[src/rtl/cordic_sincos_iter.sv]
// Iterative rotation-mode CORDIC producing signed sine and cosine over the full circle.
// One micro-rotation per clock; valid/ready handshakes on the phase input and the result output.
module cordic_sincos_iter #(
   parameter int WIDTH = 16,
   parameter int ITER  = 16,
   parameter int GUARD = 2
) (
   input  logic             i_clk,
   input  logic             i_rst,
   input  logic             i_valid,
   output logic             o_ready,
   input  logic [WIDTH-1:0] i_phase,
   output logic             o_valid,
   input  logic             i_ready,
   output logic [WIDTH-1:0] o_sin,
   output logic [WIDTH-1:0] o_cos
);

   localparam int  DW   = WIDTH + GUARD + 1;
   localparam int  NW   = $clog2(ITER);
   localparam int  RW   = WIDTH + 2;
   localparam int  OMAX = (1 << (WIDTH - 1)) - 1;
   localparam int  HALF = (1 << GUARD) >> 1;
   localparam real PI   = 3.14159265358979323846;

   function automatic real real_sqrt(input real v);
      real r;
      r = v;
      for (int i = 0; i < 40; i++) begin
         r = 0.5 * (r + v / r);
      end
      return r;
   endfunction

   function automatic real real_atan(input real p);
      real sum;
      real term;
      real p2;
      sum  = 0.0;
      term = p;
      p2   = p * p;
      if (p >= 1.0) begin
         return PI / 4.0;
      end
      for (int k = 0; k < 60; k++) begin
         if ((k % 2) == 0) sum = sum + term / real'(2 * k + 1);
         else              sum = sum - term / real'(2 * k + 1);
         term = term * p2;
      end
      return sum;
   endfunction

   // Start vector pre-divided by the CORDIC gain so the final magnitude lands on full scale.
   function automatic int x_init_val();
      real k;
      real p;
      k = 1.0;
      p = 1.0;
      for (int i = 0; i < ITER; i++) begin
         k = k * real_sqrt(1.0 + p * p);
         p = p / 2.0;
      end
      return $rtoi(real'(OMAX) * (2.0 ** GUARD) / k + 0.5);
   endfunction

   function automatic logic [ITER*DW-1:0] atan_table();
      logic [ITER*DW-1:0] t;
      real                p;
      real                a;
      t = '0;
      p = 1.0;
      for (int n = 0; n < ITER; n++) begin
         a = real_atan(p) / (2.0 * PI) * (2.0 ** (WIDTH + GUARD));
         t[n*DW +: DW] = DW'($rtoi(a + 0.5));
         p = p / 2.0;
      end
      return t;
   endfunction

   localparam logic signed [DW-1:0]   X_INIT   = DW'(x_init_val());
   localparam logic [ITER*DW-1:0]     ATAN_TAB = atan_table();
   localparam logic signed [DW:0]     HALF_V   = (DW+1)'(HALF);
   localparam logic signed [RW-1:0]   R_MAX    = RW'(OMAX);
   localparam logic signed [RW-1:0]   R_MIN    = -R_MAX;

   // Drop the guard bits with round-half-up, then clamp to the symmetric full scale.
   function automatic logic signed [WIDTH-1:0] round_sat(input logic signed [DW-1:0] v);
      logic signed [DW:0]   sum;
      logic signed [RW-1:0] r;
      sum = {v[DW-1], v} + HALF_V;
      r   = RW'(sum >>> GUARD);
      if (r > R_MAX)      return WIDTH'(OMAX);
      else if (r < R_MIN) return -WIDTH'(OMAX);
      else                return r[WIDTH-1:0];
   endfunction

   typedef enum logic [1:0] {
      IDLE   = 2'd0,
      ROTATE = 2'd1,
      DONE   = 2'd2
   } state_t;

   state_t                  state_q, state_d;
   logic [NW-1:0]           n_q, n_d;
   logic [1:0]              quad_q, quad_d;
   logic signed [DW-1:0]    x_q, x_d;
   logic signed [DW-1:0]    y_q, y_d;
   logic signed [DW-1:0]    z_q, z_d;
   logic [WIDTH-1:0]        sin_q, sin_d;
   logic [WIDTH-1:0]        cos_q, cos_d;

   logic signed [DW-1:0]    x_sh, y_sh, atan_n;
   logic signed [DW-1:0]    x_rot, y_rot, z_rot;
   logic signed [WIDTH-1:0] s_r, c_r;

   always_comb begin
      x_sh   = x_q >>> n_q;
      y_sh   = y_q >>> n_q;
      atan_n = ATAN_TAB[int'(n_q)*DW +: DW];
      if (z_q[DW-1]) begin
         x_rot = x_q + y_sh;
         y_rot = y_q - x_sh;
         z_rot = z_q + atan_n;
      end else begin
         x_rot = x_q - y_sh;
         y_rot = y_q + x_sh;
         z_rot = z_q - atan_n;
      end
      s_r = round_sat(y_rot);
      c_r = round_sat(x_rot);
   end

   always_comb begin
      state_d = state_q;
      n_d     = n_q;
      quad_d  = quad_q;
      x_d     = x_q;
      y_d     = y_q;
      z_d     = z_q;
      sin_d   = sin_q;
      cos_d   = cos_q;
      case (state_q)
         IDLE: begin
            if (i_valid) begin
               quad_d  = i_phase[WIDTH-1 -: 2];
               z_d     = DW'(i_phase[WIDTH-3:0]) << GUARD;
               x_d     = X_INIT;
               y_d     = '0;
               n_d     = '0;
               state_d = ROTATE;
            end
         end
         ROTATE: begin
            x_d = x_rot;
            y_d = y_rot;
            z_d = z_rot;
            n_d = n_q + NW'(1);
            if (n_q == NW'(ITER - 1)) begin
               state_d = DONE;
               // Fold the first-quadrant result back out to the latched quadrant.
               case (quad_q)
                  2'd0:    begin sin_d = s_r;  cos_d = c_r;  end
                  2'd1:    begin sin_d = c_r;  cos_d = -s_r; end
                  2'd2:    begin sin_d = -s_r; cos_d = -c_r; end
                  default: begin sin_d = -c_r; cos_d = s_r;  end
               endcase
            end
         end
         DONE: begin
            if (i_ready) state_d = IDLE;
         end
         default: state_d = IDLE;
      endcase
   end

   always_ff @(posedge i_clk) begin
      if (i_rst) begin
         state_q <= IDLE;
         n_q     <= '0;
         quad_q  <= '0;
         x_q     <= '0;
         y_q     <= '0;
         z_q     <= '0;
         sin_q   <= '0;
         cos_q   <= '0;
      end else begin
         state_q <= state_d;
         n_q     <= n_d;
         quad_q  <= quad_d;
         x_q     <= x_d;
         y_q     <= y_d;
         z_q     <= z_d;
         sin_q   <= sin_d;
         cos_q   <= cos_d;
      end
   end

   // Handshake: a phase is taken on an edge with i_valid && o_ready; a result leaves on an
   // edge with o_valid && i_ready. Both flags come from the state register alone.
   assign o_ready = (state_q == IDLE);
   assign o_valid = (state_q == DONE);
   assign o_sin   = sin_q;
   assign o_cos   = cos_q;

endmodule

[config.mk]
export PLATFORM = sky130hd
export DESIGN_NAME = cordic_sincos_iter
export DESIGN_NICKNAME = d
export VERILOG_FILES = /design/src/rtl/cordic_sincos_iter.sv
export SDC_FILE = /design/constraint.sdc
export NUM_CORES = 1
export LEC_CHECK = 0
export BUFFER_PORTS_ARGS = -buffer_cell sky130_fd_sc_hd__buf_4
export CAP_MARGIN = 40
export CORE_MARGIN = 10
export CORE_UTILIZATION = 40
export DETAILED_ROUTE_END_ITERATION = 12
export GPL_ROUTABILITY_DRIVEN = 1
export HOLD_SLACK_MARGIN = 0.1
export PLACE_DENSITY_LB_ADDON = 0.3
export SYNTH_ARGS = -nofsm -noshare
export SYNTH_HDL_FRONTEND = slang
export SYNTH_SLANG_ARGS = --single-unit
[constraint.sdc]
create_clock -name i_clk -period 9.9 [get_ports i_clk]
set_clock_uncertainty 0.15 [all_clocks]
set_input_delay 1.98 -clock i_clk [delete_from_list [all_inputs] [get_ports i_clk]]
set_output_delay 1.98 -clock i_clk [all_outputs]
set_load 0.005 [all_outputs]
==> results.json <==
{
  "ys.flop_type": "dfxtp_1",
  "final_cell_area_sq_um": 14160,
  "cpMaxStageDelayCell": "dfxtp_2",
  "clock_sink_count": 97,
  "fmax_mhz": 108.9,
  "tightest_slew_ns": 0.9273,
  "synthCells": 1801,
  "ios": 54,
  "slew_headroom": 0.3774,
  "hold_class": "reg2reg",
  "final-setup-viol-count": 0,
  "cts_tree": "yes",
  "io_buffers": 53,
  "yosys.area.top_type_share": 0.1472,
  "cpPeakStageDelay_ns": 0.79,
  "crit_family": "compound AO/OA/AOI/OAI gates",
  "grt_antenna_before_repair": 0,
  "dr_total_vias": 14130,
  "coreArea_sq_um": 32540,
  "slew_viol_final": 0,
  "critPathArrivalTime_ns": 9.29,
  "ctsHtreeMaxLevel": 3,
  "grt_pass1_wl_microns": 75210,
  "cts_made_buffers": 9,
  "worstSkewPairLatency_ns": 0.37,
  "grt_pass1_vias": 13190,
  "required_ns": 10.01,
  "cap_violations": 0,
  "multiInputGateArea_sq_um": 10520,
  "syn_area_sq_um": 13200,
  "final_cell_mix": "nand2_1 (191), nor2_1 (179), a21oi_1 (151)",
  "place.gp.congestion": 0.9548,
  "period_needed_ns": 9.179,
  "synthArstFlopShare": 0,
  "synth_warnings": 0,
  "critPathKind": "reg2reg",
  "final_common_cell": "nand2_1",
  "synth-edff-count": 0,
  "syn-num-nets": 1889,
  "globalRouteTotalUtil": 0.2259,
  "regArea_sq_um": 1948,
  "drt-vias-per-instance": 6.347,
  "die_w_microns": 201.6,
  "insertedDiodeCount": 0,
  "path_buf_inv": 2,
  "synth_cell_type_count": 103,
  "gr-total-overflow": 0,
  "start_util": 0.4056,
  "netlist_top_cells_area": "dfxtp_1 (15%), ha_1 (6.2%), a21oi_1 (5.7%), nand2_1 (5.4%), nor2_1 (5.1%)",
  "status": "completed",
  "seq_area_frac_synth": 0.1472,
  "cp-end-kind": "flip-flop",
  "grt_max_degree": 69,
  "drtIter0Drc": 1224,
  "crit_fanout": 30,
  "crit_top_cell": "a21oi_1",
  "dieArea_sq_um": 40650,
  "fill_cells": 3396,
  "final_layout_size_suffix_gt1_frac": 0.1076,
  "synth_area_leader_cell": "dfxtp_1",
  "die_y_microns": 201.6,
  "routed_wl_microns": 47280,
  "syn_area_per_cell_sq_um": 7.327,
  "route.detailed.drc": 0,
  "fin_tns_setup_ns": 0,
  "hpwl_microns": 35830,
  "antenna_left": 0,
  "root_buffer": "clkbuf_16",
  "cts_setup_buffers": 0,
  "syn_to_final_growth_pct": 7.283,
  "rsz0062_at_grt": "false",
  "ys_ff_latch": 97,
  "cts_buffer_depth": 2,
  "final_nets": 1868,
  "place_area_sq_um": 13850,
  "avgRoutedWirePerCell_microns": 21.23,
  "row_count": 66,
  "clk_pin_slew_ns": 0.06,
  "fin_crit_sh": 0.9271,
  "critPathLaunchType": "flip-flop",
  "hold_viol_final": 0,
  "drt_first_pass_iters": 5
}
## Yosys cell counts (24+ instances only)
library cell / n
nor3_1: 55
xor2_1: 42
o21ai_0: 94
nor2_1: 179
dfxtp_1: 97
nand2b_1: 26
xnor2_1: 75
nand3_1: 51
inv_1: 43
a211oi_1: 31
mux2i_1: 33
a21oi_1: 151
a31oi_1: 37
ha_1: 65
and2_1: 24
o211ai_1: 24
nand2_1: 191
clkbuf_1: 86
## stage by stage
step                setup slack (ns)    util  hold slack (ns)  instances
floorplan                      1.750       -           0.2911       1801
global placement               1.029  0.4248           0.2885       2206
detailed placement            0.8302  0.4256           0.3044       2210
CTS                           0.7906  0.4349           0.3137       2226
global route                  0.1055  0.4351           0.3335       2227
finish                        0.7213  0.4351           0.3088       2227
## kinds of logic (layout without fill, tap and decap cells)
| logic type | Yosys count | count (layout) | synth area share |
|---|---|---|---|
| mux | 87 | 87 | 0.1001 |
| xor+xnor | 118 | 118 | 0.07937 |
| compound gates | 580 | 580 | 0.3010 |
| fa+ha+maj | 68 | 68 | 0.06619 |
| simple gates | 684 | 684 | 0.2500 |
| buf+inv | 167 | 151 | 0.05623 |
| flops | 97 | 97 | 0.1472 |
## worst reg2reg max path, stage by stage (launching register included)
cell       delay, ns
dfxtp_2         0.79
buf_4           0.45
nor2_1          0.15
mux2i_1         0.16
a222oi_1        0.69
o32ai_1         0.19
and3_1          0.31
a21oi_1         0.22
xor2_1          0.22
ha_1            0.36
and2_1          0.23
a2111oi_1       0.45
or2_2           0.19
a21boi_0        0.09
or4_1           0.68
or4b_1          0.51
a21oi_1         0.19
o2111ai_1       0.23
o21bai_2        0.59
nand2_1         0.39
a21oi_1         0.33
ha_1            0.32
inv_1           0.22
nor3_4          0.30
nand3b_1        0.13
o2bb2a_1        0.31
a32o_1          0.22
## repair_timing
| action | CTS | global route |
|---|---|---|
| hold buffers | 0 | 0 |
| setup endpoints to repair | 0 | 1 |
| gates resized for setup | 0 | 1 |
| hold endpoints to repair | 0 | 0 |
## sequential cells by signal (all words and copies together) (netlist names)
register,flops
y_q,19
quad_q,2
n_q,4
state_q,2
o_sin,16
o_cos,16
x_q,19
z_q,19
## cell type report
type                    count  share of cell area
repair buffers             88             0.04605
flip-flops and latches     97              0.1376
well taps                 442             0.03907
clock buffers              13             0.01697
multi-input cells        1537              0.7432
inverters                  47             0.01246
clock inverters             3            0.004596
## routing by layer
metal,share of wire,track usage,wire length (microns)
met1,0.47,0.3145,22010
met2,0.44,0.3485,20690
met3,0.068,0.03004,3205
met4,0.029,0.08027,1375
met5,0,0,0
## worst paths after layout
| check | startpoint | endpoint | slack, ns | cells past startpoint |
|---|---|---|---|---|
| setup reg to reg | n_q[0] | o_cos[14] | 0.72 | 26 |
| hold / removal | o_sin[0] | o_sin[0] | 0.31 | 2 |
| hold reg to reg | o_sin[0] | o_sin[0] | 0.31 | 2 |
| setup / recovery | n_q[0] | o_cos[14] | 0.72 | 26 |
Power is left out: the tool's default activity adds up to more than one toggle a clock period on the data nets, which glitch-free logic cannot reach.
